**config.mk**
```make
export PLATFORM = sky130hd
export DESIGN_NAME = ps2_keycode_queue
export DESIGN_NICKNAME = d
export VERILOG_FILES = /design/src/rtl/ps2_pkg.sv /design/src/rtl/ps2_key_fifo.sv /design/src/rtl/ps2_keycode_queue.sv
export SDC_FILE = /design/constraint.sdc
export NUM_CORES = 1
export LEC_CHECK = 0
export BUFFER_PORTS_ARGS = -buffer_cell sky130_fd_sc_hd__buf_4
export CAP_MARGIN = 10
export CORE_MARGIN = 4
export CORE_UTILIZATION = 47
export DETAILED_ROUTE_END_ITERATION = 16
export HOLD_SLACK_MARGIN = 0.06
export PLACE_DENSITY = 0.64
export SYNTH_ARGS = -nofsm -noshare
export SYNTH_HDL_FRONTEND = slang
export SYNTH_HIERARCHICAL = 1
export SYNTH_SLANG_ARGS = --single-unit
export TNS_END_PERCENT = 100
```
**constraint.sdc**
```tcl
create_clock -name clk -period 3.2 [get_ports clk]
set_input_delay 0.16 -clock clk [delete_from_list [all_inputs] [get_ports clk]]
set_output_delay 0.16 -clock clk [all_outputs]
set_load 0.1 [all_outputs]
```
**src/rtl/ps2_pkg.sv**
```systemverilog
// Shared constants for the PS/2 keycode queue: key codes, set-2 prefix bytes,
// decoder state encoding and the scan-code lookup helpers.
package ps2_pkg;

  localparam logic [4:0] KEY_0     = 5'd0;
  localparam logic [4:0] KEY_1     = 5'd1;
  localparam logic [4:0] KEY_2     = 5'd2;
  localparam logic [4:0] KEY_3     = 5'd3;
  localparam logic [4:0] KEY_4     = 5'd4;
  localparam logic [4:0] KEY_5     = 5'd5;
  localparam logic [4:0] KEY_6     = 5'd6;
  localparam logic [4:0] KEY_7     = 5'd7;
  localparam logic [4:0] KEY_8     = 5'd8;
  localparam logic [4:0] KEY_9     = 5'd9;
  localparam logic [4:0] KEY_ENTER = 5'd10;
  localparam logic [4:0] KEY_BKSP  = 5'd11;
  localparam logic [4:0] KEY_ESC   = 5'd12;

  localparam logic [7:0] PREFIX_EXT = 8'hE0;
  localparam logic [7:0] PREFIX_BRK = 8'hF0;

  typedef enum logic [1:0] {
    ST_IDLE    = 2'd0,
    ST_BRK     = 2'd1,
    ST_EXT     = 2'd2,
    ST_EXT_BRK = 2'd3
  } ps2_state_e;

  typedef struct packed {
    logic       hit;
    logic [4:0] code;
  } key_map_t;

  function automatic key_map_t map_main(input logic [7:0] b);
    key_map_t r;
    r = '0;
    r.hit = 1'b1;
    case (b)
      8'h45:   r.code = KEY_0;
      8'h16:   r.code = KEY_1;
      8'h1E:   r.code = KEY_2;
      8'h26:   r.code = KEY_3;
      8'h25:   r.code = KEY_4;
      8'h2E:   r.code = KEY_5;
      8'h36:   r.code = KEY_6;
      8'h3D:   r.code = KEY_7;
      8'h3E:   r.code = KEY_8;
      8'h46:   r.code = KEY_9;
      8'h5A:   r.code = KEY_ENTER;
      8'h66:   r.code = KEY_BKSP;
      8'h76:   r.code = KEY_ESC;
      default: r = '0;
    endcase
    return r;
  endfunction

  // Numeric keypad digits arrive as plain (non-extended) makes in set 2.
  function automatic key_map_t map_keypad(input logic [7:0] b);
    key_map_t r;
    r = '0;
    r.hit = 1'b1;
    case (b)
      8'h70:   r.code = KEY_0;
      8'h69:   r.code = KEY_1;
      8'h72:   r.code = KEY_2;
      8'h7A:   r.code = KEY_3;
      8'h6B:   r.code = KEY_4;
      8'h73:   r.code = KEY_5;
      8'h74:   r.code = KEY_6;
      8'h6C:   r.code = KEY_7;
      8'h75:   r.code = KEY_8;
      8'h7D:   r.code = KEY_9;
      default: r = '0;
    endcase
    return r;
  endfunction

endpackage

```
**src/rtl/ps2_key_fifo.sv**
```systemverilog
// Show-ahead synchronous FIFO for decoded key events; drop_o flags a push
// that could not be accepted because the queue stayed full.
module ps2_key_fifo
  import ps2_pkg::*;
#(
  parameter int DEPTH = 8,
  parameter int WIDTH = 5
) (
  input  logic                     clk,
  input  logic                     rst,
  input  logic                     push_i,
  input  logic [WIDTH-1:0]         data_i,
  input  logic                     pop_i,
  output logic [WIDTH-1:0]         data_o,
  output logic                     valid_o,
  output logic [$clog2(DEPTH):0]   count_o,
  output logic                     drop_o
);

  localparam int AW = $clog2(DEPTH);
  localparam int CW = AW + 1;
  localparam logic [CW-1:0] FULL_COUNT = CW'(DEPTH);

  logic [WIDTH-1:0] mem_q [DEPTH];
  logic [AW-1:0]    wr_ptr_q, wr_ptr_d;
  logic [AW-1:0]    rd_ptr_q, rd_ptr_d;
  logic [CW-1:0]    count_q, count_d;
  logic             do_push, do_pop;

  // A pop frees the slot the same cycle, so a full queue can still accept a push.
  always_comb begin
    do_pop   = pop_i && (count_q != '0);
    do_push  = push_i && ((count_q != FULL_COUNT) || do_pop);
    drop_o   = push_i && !do_push;
    wr_ptr_d = do_push ? wr_ptr_q + 1'b1 : wr_ptr_q;
    rd_ptr_d = do_pop  ? rd_ptr_q + 1'b1 : rd_ptr_q;
    count_d  = count_q;
    case ({do_push, do_pop})
      2'b10:   count_d = count_q + 1'b1;
      2'b01:   count_d = count_q - 1'b1;
      default: count_d = count_q;
    endcase
  end

  always_ff @(posedge clk or posedge rst) begin
    if (rst) begin
      wr_ptr_q <= '0;
      rd_ptr_q <= '0;
      count_q  <= '0;
    end else begin
      wr_ptr_q <= wr_ptr_d;
      rd_ptr_q <= rd_ptr_d;
      count_q  <= count_d;
    end
  end

  always_ff @(posedge clk) begin
    if (do_push) mem_q[wr_ptr_q] <= data_i;
  end

  assign valid_o = (count_q != '0);
  assign data_o  = valid_o ? mem_q[rd_ptr_q] : '0;
  assign count_o = count_q;

endmodule

```
**src/rtl/ps2_keycode_queue.sv**
```systemverilog
// PS/2 set-2 make-code decoder feeding a key-event queue for CPU polling.
// Define PS2_KEYPAD_EN to also accept numeric keypad digits and keypad Enter.
module ps2_keycode_queue
  import ps2_pkg::*;
#(
  parameter int FIFO_DEPTH     = 8,
  parameter int PREFIX_TIMEOUT = 2_000_000
) (
  input  logic                          clk,
  input  logic                          rst,
  input  logic [7:0]                    scan_byte,
  input  logic                          scan_valid,
  input  logic                          key_pop,
  input  logic                          ovf_clr,
  output logic [4:0]                    key_code,
  output logic                          key_valid,
  output logic [$clog2(FIFO_DEPTH):0]   key_count,
  output logic                          overflow
);

  localparam int TW = $clog2(PREFIX_TIMEOUT + 1);
  localparam logic [TW-1:0] TIMER_LAST = TW'(PREFIX_TIMEOUT - 1);

  ps2_state_e    state_q, state_d;
  logic [TW-1:0] timer_q, timer_d;
  logic          push_q, push_d;
  logic [4:0]    code_q, code_d;
  logic          ovf_q, ovf_d;
  logic          fifo_drop;
  key_map_t      dec;

  always_comb begin
    state_d = state_q;
    timer_d = timer_q;
    dec     = '0;
    if (scan_valid) begin
      timer_d = '0;
      case (state_q)
        ST_IDLE: begin
          if (scan_byte == PREFIX_BRK) begin
            state_d = ST_BRK;
          end else if (scan_byte == PREFIX_EXT) begin
            state_d = ST_EXT;
          end else begin
            dec = map_main(scan_byte);
`ifdef PS2_KEYPAD_EN
            if (!dec.hit) dec = map_keypad(scan_byte);
`endif
          end
        end
        ST_EXT: begin
          if (scan_byte == PREFIX_BRK) begin
            state_d = ST_EXT_BRK;
          end else begin
            state_d = ST_IDLE;
`ifdef PS2_KEYPAD_EN
            if (scan_byte == 8'h5A) dec = '{hit: 1'b1, code: KEY_ENTER};
`endif
          end
        end
        default: state_d = ST_IDLE;
      endcase
    end else if (state_q != ST_IDLE) begin
      // A prefix with no follow-up byte is abandoned so a lost byte cannot swallow the next make.
      if (timer_q == TIMER_LAST) begin
        state_d = ST_IDLE;
        timer_d = '0;
      end else begin
        timer_d = timer_q + 1'b1;
      end
    end
    push_d = dec.hit;
    code_d = dec.code;
    ovf_d  = fifo_drop ? 1'b1 : (ovf_clr ? 1'b0 : ovf_q);
  end

  always_ff @(posedge clk or posedge rst) begin
    if (rst) begin
      state_q <= ST_IDLE;
      timer_q <= '0;
      push_q  <= 1'b0;
      code_q  <= '0;
      ovf_q   <= 1'b0;
    end else begin
      state_q <= state_d;
      timer_q <= timer_d;
      push_q  <= push_d;
      code_q  <= code_d;
      ovf_q   <= ovf_d;
    end
  end

  ps2_key_fifo #(
    .DEPTH (FIFO_DEPTH),
    .WIDTH (5)
  ) u_fifo (
    .clk     (clk),
    .rst     (rst),
    .push_i  (push_q),
    .data_i  (code_q),
    .pop_i   (key_pop),
    .data_o  (key_code),
    .valid_o (key_valid),
    .count_o (key_count),
    .drop_o  (fifo_drop)
  );

  assign overflow = ovf_q;

endmodule

```
==> impl_metrics.ini, run 1 <==
[flow_run]
cap_violations = 0

[synthesis]
synth-seq-cells = 79
synth_flop_cell = edfxtp_1
synthDistinctLibCells = 69
synth_area_leaders = edfxtp_1, dfrtp_1, mux4_2
syn_area_sq_mm = 0.00402
yosysMostFrequentCell = edfxtp_1
synthArstFlopShare_pct = 49.4
synth_area_leader_cell = edfxtp_1
synth_edf_count = 40
ys_top_cells_by_count = edfxtp_1, dfrtp_1, nor2_1
syn_inst = 330
synth.yosys.seq_area_share_pct = 54.2
yosysWarnings = 6
synth.top_cell.area_share_pct = 29.9
postSynthAreaPerCell_sq_um = 12.2

[sta]
layout_setup_ws_ns = 0.438
timing.final.hold_violations = 0
setup_viol_count_final = 0
hold_slack_ns = 0.0956
max_slew.worst_pin.slew_ns = 0.842
fin_crit_sh_pct = 86.3
clock.fmax_mhz = 362
rsz0062_at_grt = no
slew_viol_final = 0
clock_skew_ns = 0.00951
slew_headroom_pct = 43.4
setup_tns_ns = 0
fin_crit_ns = 2.76

[clock_network]
cts_buffers = 9
htreeDepth = 3
path_clk_slew_ns = 0.08
clkSinkCount = 79
clock_path_buffers = 2
hold_buffers = 3
cts_resized = 0
postCtsSetupBuffers = 0
clk_latency_ns = 0.34
cts_tree = done
cts_root_buf = clkbuf_8

[power]
p_switching_w = 0.00131
internal-power_w = 0.00181
p_seq_share_pct = 41.9
power_leakage_nw = 1.83
p_clk_share_pct = 20.8
powerDensity_mw_per_mm2 = 691
power_frac_comb_pct = 37.3
vdd_drop_max_mv = 0.289
sw_frac_of_total_pct = 41.9

[die]
start_util_pct = 48.7
die-area_sq_mm = 0.0101
pin_count = 24
die_height_um = 100
num_rows = 33
fp.dieW_um = 100
core_sq_mm = 0.00826

[placement]
pre_cts_ws_ns = 0.420
dpl.hpwl_um = 5220
gp_congestion = 0.872
io_buffers = 23

[drt]
vias = 2640
routed_wl_um = 7340
drt-vias-per-instance = 5.57
dr.pass1.iters = 4
drt_iter0_drc = 93
drc = 0
postRouteAntennaNets = 0
wl_per_cell_um = 15.5

[global_route]
grt_pass1_vias = 2594
grt_pass1_wl_um = 12400
antenna_found_initial = 0
grt_start_max_net_pins = 30
grt_usage_pct = 15.8
grt_overflow = 0

[status]
status = completed

[layout]
nets = 383
drive_gt1_share_pct = 19.8
fillers = 721
syn_to_final_growth_pct = 12.3
diodes = 0
post-route-util_pct = 54.7

[worst_setup_path]
critPathKind = reg -> reg
critical_path_required_ns = 3.42
slowest_delay_ns = 0.44
endpoint_kind = flop
path_buf_inv = 1
arrival_ns = 2.98
path_cells = or3_4 > nor2_4 > inv_2 > nand2_4 > nor2_1 > ha_1 > a211o_1 > nand3_1 > mux2_1 > or3_1
cp_max_fo = 6
crit_slowest_cell = dfrtp_2
crit_path_start_kind = flop
crit_family = simple AND/OR/NAND/NOR gates

[worst_hold_path]
hold_class = in -> reg
==> worst min-delay path, cell delays in order <==
cell	delay, ns
buf_4	0.11
inv_1	0.04
a21o_1	0.10
==> layer usage <==
metal  part of all wire (%)  global-route usage [%]
met1                     48                    21.6
met4                    1.6                    6.42
met5                      0                       0
met2                     47                    24.8
met3                    3.5                    3.39
==> final cells by class <==
| type | instances | area, sq um | area share, % |
|---|---|---|---|
| Clock buffer | 9 | 124 | 2.74 |
| Timing Repair Buffer | 29 | 245 | 5.43 |
| Tap cell | 105 | 131 | 2.91 |
| Inverter | 11 | 41.3 | 0.915 |
| Sequential cell | 79 | 2180 | 48.3 |
| Clock inverter | 7 | 47.5 | 1.05 |
| Multi-Input combinational cell | 234 | 1740 | 38.6 |
==> path summary, 6_finish.rpt <==
kind	to	cells after the start	slack, ns	from
max in group asynchronous	code_q[3]$_DFF_PP0_	4	2.33	rst
hold / removal	overflow$_DFFE_PP0P_	3	0.1	ovf_clr
hold reg to reg	overflow$_DFFE_PP0P_	1	0.49	overflow$_DFFE_PP0P_
setup reg to reg	u_fifo/count_o[3]$_DFFE_PP0P_	10	0.44	u_fifo/count_o[1]$_DFFE_PP0P_
min in group asynchronous	u_fifo/rd_ptr_q[1]$_DFFE_PP0N_	3	0.37	rst
setup / recovery	u_fifo/count_o[3]$_DFFE_PP0P_	10	0.44	u_fifo/count_o[1]$_DFFE_PP0P_
==> cell families after synthesis <==
logic type,synth area share (%)
multiplexers,9.37
flip-flops,54.2
XOR/XNOR,4.14
adder cells (fa/ha/maj),2.05
AND/OR/NAND/NOR,18.3
AO/OA/AOI/OAI,8.71
buffers and inverters,3.14
other,0.0933
==> flip-flops by register name, indices dropped and copies added, names as in the netlist <==
name             cells
state_q              2
u_fifo/wr_ptr_q      3
u_fifo/mem_q        40
overflow             1
u_fifo/count_o       4
u_fifo/rd_ptr_q      3
push_q               1
timer_q             21
code_q               4
==> power by group through the flow <==
stage | Combinational [W] | Clock [W] | Sequential (W)
6_report | 0.00117 | 0.000650 | 0.00131
5_1_grt | 0.00123 | 0.000722 | 0.00133
4_1_cts | 0.00118 | 0.000677 | 0.00131
3_5_place_dp | 0.00117 | 0 | 0.00133
3_3_place_gp | 0.00116 | 0 | 0.00133
2_1_floorplan | 0.000851 | 0 | 0.00142
==> placed cells by master (no fill, tap or decap), types with 3 or more instances in the layout <==
cell,count
inv_1,10
nor2_1,30
nand2b_1,6
nor3b_1,3
mux4_2,10
ha_1,5
nor3_1,10
a21oi_1,8
nand3_1,12
buf_4,25
conb_1,8
a21o_1,3
clkbuf_8,9
mux2_1,3
dlygate4sd3_1,3
o21ai_0,7
xor2_1,12
nand4_1,12
nor3_2,3
nor4_1,4
nor2b_1,7
dfrtp_2,3
dfrtp_1,36
xnor2_1,7
nand2_1,21
edfxtp_1,40
o31ai_1,4
or2_1,3
mux2i_1,8
==> per-stage QoR <==
step,cells,power [W],cell area [sq um]
2_1_floorplan,337,0.00227,4050
3_3_place_gp,454,0.00248,4280
3_5_place_dp,454,0.00250,4280
4_1_cts,473,0.00316,4490
5_1_grt,474,0.00329,4510
6_report,474,0.00312,4510
(Power assumes the default switching activity.)
==> run 2: changes to the inputs <==
--- a/config.mk
+++ b/config.mk
@@ -14,6 +14,5 @@
 export PLACE_DENSITY = 0.64
 export SYNTH_ARGS = -nofsm -noshare
 export SYNTH_HDL_FRONTEND = slang
-export SYNTH_HIERARCHICAL = 1
 export SYNTH_SLANG_ARGS = --single-unit
 export TNS_END_PERCENT = 100
==> impl_metrics.ini, run 2 <==
[status]
status = completed

[drt]
top_layer = met4
dr.pass1.iters = 6
vias = 2586
wl_met1_um = 3130
routed_wl_um = 6980
postRouteAntennaNets = 0
drc = 0
drt_iter0_drc = 92
drt-vias-per-instance = 5.70
dr_wl_met3_um = 330
wl_per_cell_um = 15.4
dr_wl_met2_um = 3460

[placement]
placed_cell_area_sq_mm = 0.00387
dpl.hpwl_um = 4960
gp_congestion = 0.821
io_buffers = 22

[synthesis]
synth-seq-cells = 71
synth.yosys.seq_area_share_pct = 53.6
synthArstFlopShare_pct = 54.9
synthDistinctLibCells = 55
synth_flop_cell = dfrtp_1
syn_inst = 326
postSynthAreaPerCell_sq_um = 11.1
synth_edf_count = 32
synth.top_cell.area_share_pct = 27.0
yosysWarnings = 0
syn_area_sq_mm = 0.00361
synth_area_leaders = dfrtp_1, edfxtp_1, mux4_2
yosysMostFrequentCell = dfrtp_1
synth_nets = 345
synth_area_leader_cell = dfrtp_1
ys_top_cells_by_count = dfrtp_1, nand2_1, edfxtp_1

[layout]
reg.largest.list = u_fifo.mem_q x32, timer_q x21
register_area_sq_mm = 0.00194
top_register = u_fifo.mem_q
post-route-util_pct = 55.6
fillers = 635
largest_reg_flops = 32
multiInputGateArea_sq_mm = 0.00157
final_common_cell = dfrtp_1
final_cell_mix = dfrtp_1, nand2_1, edfxtp_1, nand3_1, buf_4
drive_gt1_share_pct = 17.2
diodes = 0
nets = 369
syn_to_final_growth_pct = 13.4
postLayoutCellArea_sq_mm = 0.00410

[sta]
fin_crit_sh_pct = 77.0
hold_slack_ns = 0.0741
setup_viol_count_final = 0
max_slew.worst_pin.slew_ns = 0.588
timing.final.hold_violations = 0
clock_skew_ns = 0.00804
slew_viol_final = 0
fin_crit_ns = 2.46
slew_headroom_pct = 60.5
rsz0062_at_grt = no
clock.fmax_mhz = 406
setup_tns_ns = 0

[worst_setup_path]
crit_path_start_kind = flop
critPathKind = reg -> reg
endpoint_kind = flop
cp_max_fo = 5
r2r_slack_ns = 0.74
worstReg2RegStart = u_fifo.count_o[3]$_DFFE_PP0P_
reg2reg_to = u_fifo.count_o[3]$_DFFE_PP0P_
reg2reg_depth = 9
critical_path_required_ns = 3.46
arrival_ns = 2.72

[power]
p_switching_w = 0.00127
p_total_w = 0.00302
power_leakage_nw = 1.57
powerDensity_mw_per_mm2 = 737
power_frac_comb_pct = 37.8
sw_frac_of_total_pct = 42.0
p_seq_share_pct = 38.9
internal-power_w = 0.00175
p_clk_share_pct = 23.3
vdd_drop_max_mv = 0.339

[worst_hold_path]
hold_class = in -> reg
whs_path_depth = 2
holdCritStartpoint = scan_valid
min_delay_worst_endpoint = timer_q[6]$_DFFE_PP0P_

[global_route]
antenna_found_initial = 0
grt_usage_pct = 17.2
grt_overflow = 0
grt_pass1_vias = 2473
grt_start_max_net_pins = 30
grt_pass1_wl_um = 12100

[die]
start_util_pct = 49.0
die_height_um = 95.7
num_rows = 31
fp.dieW_um = 95.7
core_sq_mm = 0.00737
die-area_sq_mm = 0.00915
pin_count = 24

[clock_network]
clock_path_buffers = 2
clk_latency_ns = 0.34
cts_buffers = 9
cts_tree = done
cts_root_buf = clkbuf_8
htreeDepth = 3
postCtsSetupBuffers = 0
cts_resized = 0
hold_buffers = 3
path_clk_slew_ns = 0.08
clkSinkCount = 71

[flow_run]
cap_violations = 0
run 2: worst max-delay path, cell delays in order, from the launching register on:
cell and delay, ns:
dfrtp_2 0.45, nor4_4 0.46, clkinvlp_4 0.21, nand3_1 0.18, inv_1 0.09, ha_1 0.27
a21o_1 0.17, a21oi_1 0.17, mux2i_1 0.23, xor2_1 0.15
run 2: routing by layer:
metal	global-route usage, %	vias to the layer above
li1	-	1268
met4	5.33	0
met5	0	-
met2	27.6	62
met3	4.03	6
met1	23.3	1250
run 2: layout make-up:
type	instances	area share, %
Clock buffer	10	3.12
Clock inverter	6	1.68
Inverter	13	1.28
Multi-Input combinational cell	228	38.4
Sequential cell	71	47.4
Tap cell	99	3.02
Timing Repair Buffer	27	5.13
run 2: through the flow:
step,worst slack (ns),instances
after floorplan,0.115,326
after global placement,0.787,435
after detailed placement,0.692,435
after CTS,0.682,454
after global routing,0.563,454
final,0.736,454
run 2: power groups by stage:
stage	Sequential, W	Combinational (W)	Clock [W]
3_5_place_dp	0.00120	0.00115	0
4_1_cts	0.00118	0.00115	0.000729
6_report	0.00118	0.00114	0.000703
2_1_floorplan	0.00130	0.000812	0
5_1_grt	0.00120	0.00121	0.000776
3_3_place_gp	0.00119	0.00114	0
run 2: worst max-delay path by stage:
stage / to / slack (ns) / cells after the start / from
3_5_place_dp: u_fifo.count_o[3]$_DFFE_PP0P_ / 0.69 / 9 / u_fifo.count_o[3]$_DFFE_PP0P_
2_1_floorplan: u_fifo.count_o[3]$_DFFE_PP0P_ / 0.11 / 9 / u_fifo.count_o[3]$_DFFE_PP0P_
4_1_cts: u_fifo.count_o[3]$_DFFE_PP0P_ / 0.68 / 9 / u_fifo.count_o[3]$_DFFE_PP0P_
5_1_grt: u_fifo.count_o[3]$_DFFE_PP0P_ / 0.56 / 9 / u_fifo.count_o[3]$_DFFE_PP0P_
3_3_place_gp: u_fifo.count_o[3]$_DFFE_PP0P_ / 0.79 / 9 / u_fifo.count_o[3]$_DFFE_PP0P_
6_report: u_fifo.count_o[3]$_DFFE_PP0P_ / 0.74 / 9 / u_fifo.count_o[3]$_DFFE_PP0P_
run 2: kinds of logic (layout without fill, tap and decap cells):
kind of cell	after synthesis	in the layout	synth area share (%)
adder cells (fa/ha/maj)	6	6	2.29
other	1	1	0.104
XOR/XNOR	13	13	3.15
flip-flops	71	71	53.6
multiplexers	18	18	7.89
AND/OR/NAND/NOR	141	141	20.5
AO/OA/AOI/OAI	49	49	9.32
buffers and inverters	27	56	3.15
==> run 3: changes to the inputs <==
==> constraint.sdc (replaced) <==
create_clock -name clk -period 2.45 [get_ports clk]
set_input_delay 0.1225 -clock clk [delete_from_list [all_inputs] [get_ports clk]]
set_output_delay 0.1225 -clock clk [all_outputs]
set_load 0.1 [all_outputs]
==> impl_metrics.ini, run 3 (synthesis gave the netlist of run 2 again) <==
[power]
p_total_w = 0.00400
sw_frac_of_total_pct = 43.8
p_switching_w = 0.00175
p_seq_share_pct = 38.7
internal-power_w = 0.00225
p_clk_share_pct = 22.9
power_leakage_nw = 1.61
vdd_drop_max_mv = 0.371
powerDensity_mw_per_mm2 = 958
power_frac_comb_pct = 38.4

[die]
num_rows = 31
die-area_sq_mm = 0.00915
pin_count = 24
fp.dieW_um = 95.7
die_height_um = 95.7
core_sq_mm = 0.00737
start_util_pct = 49.0

[worst_setup_path]
worstReg2RegStart = timer_q[0]$_DFFE_PP0P_
critical_path_required_ns = 2.69
r2r_slack_ns = 0.18
reg2reg_depth = 6
critPathKind = reg -> reg
crit_path_start_kind = flop
endpoint_kind = flop
arrival_ns = 2.50
reg2reg_to = timer_q[13]$_DFFE_PP0P_
cp_max_fo = 16

[layout]
fillers = 634
final_common_cell = dfrtp_1
final_cell_mix = dfrtp_1, nand2_1, edfxtp_1, buf_4, nand3_1
reg.largest.list = u_fifo.mem_q x32, timer_q x21
syn_to_final_growth_pct = 15.6
largest_reg_flops = 32
diodes = 0
top_register = u_fifo.mem_q
nets = 375
drive_gt1_share_pct = 19.7

[clock_network]
hold_buffers = 4
cts_buffers = 9
htreeDepth = 3
path_clk_slew_ns = 0.08
clk_latency_ns = 0.35
cts_tree = done
clkSinkCount = 71
cts_resized = 0
postCtsSetupBuffers = 0
clock_path_buffers = 2
cts_root_buf = clkbuf_8

[sta]
clock.fmax_mhz = 441
slew_viol_final = 0
timing.final.hold_violations = 0
rsz0062_at_grt = no
hold_slack_ns = 0.0890
fin_crit_sh_pct = 92.6
slew_headroom_pct = 59.9
fin_crit_ns = 2.27
setup_tns_ns = 0
clock_skew_ns = 0.0119
layout_setup_ws_ns = 0.180
setup_viol_count_final = 0
max_slew.worst_pin.slew_ns = 0.598

[drt]
vias = 2631
routed_wl_um = 7230
dr.pass1.iters = 4
drt-vias-per-instance = 5.72
drt_iter0_drc = 79
drc = 0
postRouteAntennaNets = 0
wl_per_cell_um = 15.7

[global_route]
grt_start_max_net_pins = 40
grt_pass1_vias = 2495
antenna_found_initial = 0
grt_pass1_wl_um = 12200
grt_usage_pct = 17.6
grt_overflow = 0

[worst_hold_path]
whs_path_depth = 3
holdCritStartpoint = scan_byte[2]
hold_class = in -> reg
min_delay_worst_endpoint = push_q$_DFF_PP0_

[placement]
io_buffers = 22
pre_cts_ws_ns = 0.212
dpl.hpwl_um = 5010
gp_congestion = 0.850

[flow_run]
cap_violations = 0

[status]
status = completed
[run 3: critical path, cell delays in order, from the launching register on]
cell and delay (ns):
dfrtp_1 0.40, ha_1 0.20, nand3_1 0.17, or4_1 0.66, o21ai_4 0.39, nor3_1 0.10
a211o_1 0.24
[run 3: power by group through the flow]
stage                     Clock, W  Sequential, W  Combinational (W)
after floorplan                  0        0.00172            0.00108
after global placement           0        0.00157            0.00152
after detailed placement         0        0.00158            0.00154
after CTS                 0.000942        0.00156            0.00155
after global routing       0.00100        0.00157            0.00163
final                     0.000917        0.00155            0.00154
[run 3: layout make-up]
cell class | instances | area (sq um) | share of cell area, %
clock buffers | 9 | 124 | 2.96
repair buffers | 33 | 258 | 6.17
multi-input cells | 228 | 1600 | 38.3
flip-flops and latches | 71 | 1950 | 46.6
clock inverters | 7 | 72.6 | 1.74
well taps | 99 | 124 | 2.96
inverters | 13 | 52.6 | 1.26
[run 3: worst max-delay path by stage]
stage	startpoint	to	slack (ns)	cells after the start
2_1_floorplan	u_fifo.count_o[2]$_DFFE_PP0P_	u_fifo.count_o[3]$_DFFE_PP0P_	-0.42	9
3_3_place_gp	u_fifo.count_o[2]$_DFFE_PP0P_	u_fifo.count_o[3]$_DFFE_PP0P_	0.28	9
3_5_place_dp	timer_q[0]$_DFFE_PP0P_	timer_q[13]$_DFFE_PP0P_	0.21	6
4_1_cts	u_fifo.rd_ptr_q[0]$_DFFE_PP0P_	key_code[1]	0.19	4
5_1_grt	timer_q[0]$_DFFE_PP0P_	timer_q[13]$_DFFE_PP0P_	0.03	6
6_report	timer_q[0]$_DFFE_PP0P_	timer_q[13]$_DFFE_PP0P_	0.18	6
[run 3: metal layers]
metal / track usage [%] / vias to the layer above / part of all wire, %
met2: 27.0 / 58 / 47
met3: 4.34 / 9 / 4.2
met4: 6.28 / 0 / 1.2
li1: - / 1285 / -
met5: 0 / - / 0
met1: 24.1 / 1279 / 48
[run 3: per-stage QoR]
stage	instance area [sq um]	std cells	utilization, %
finish	4180	460	56.7
global route	4180	460	56.7
CTS	4180	460	56.7
detailed placement	3940	440	53.5
global placement	3940	440	53.5
floorplan	3660	326	-
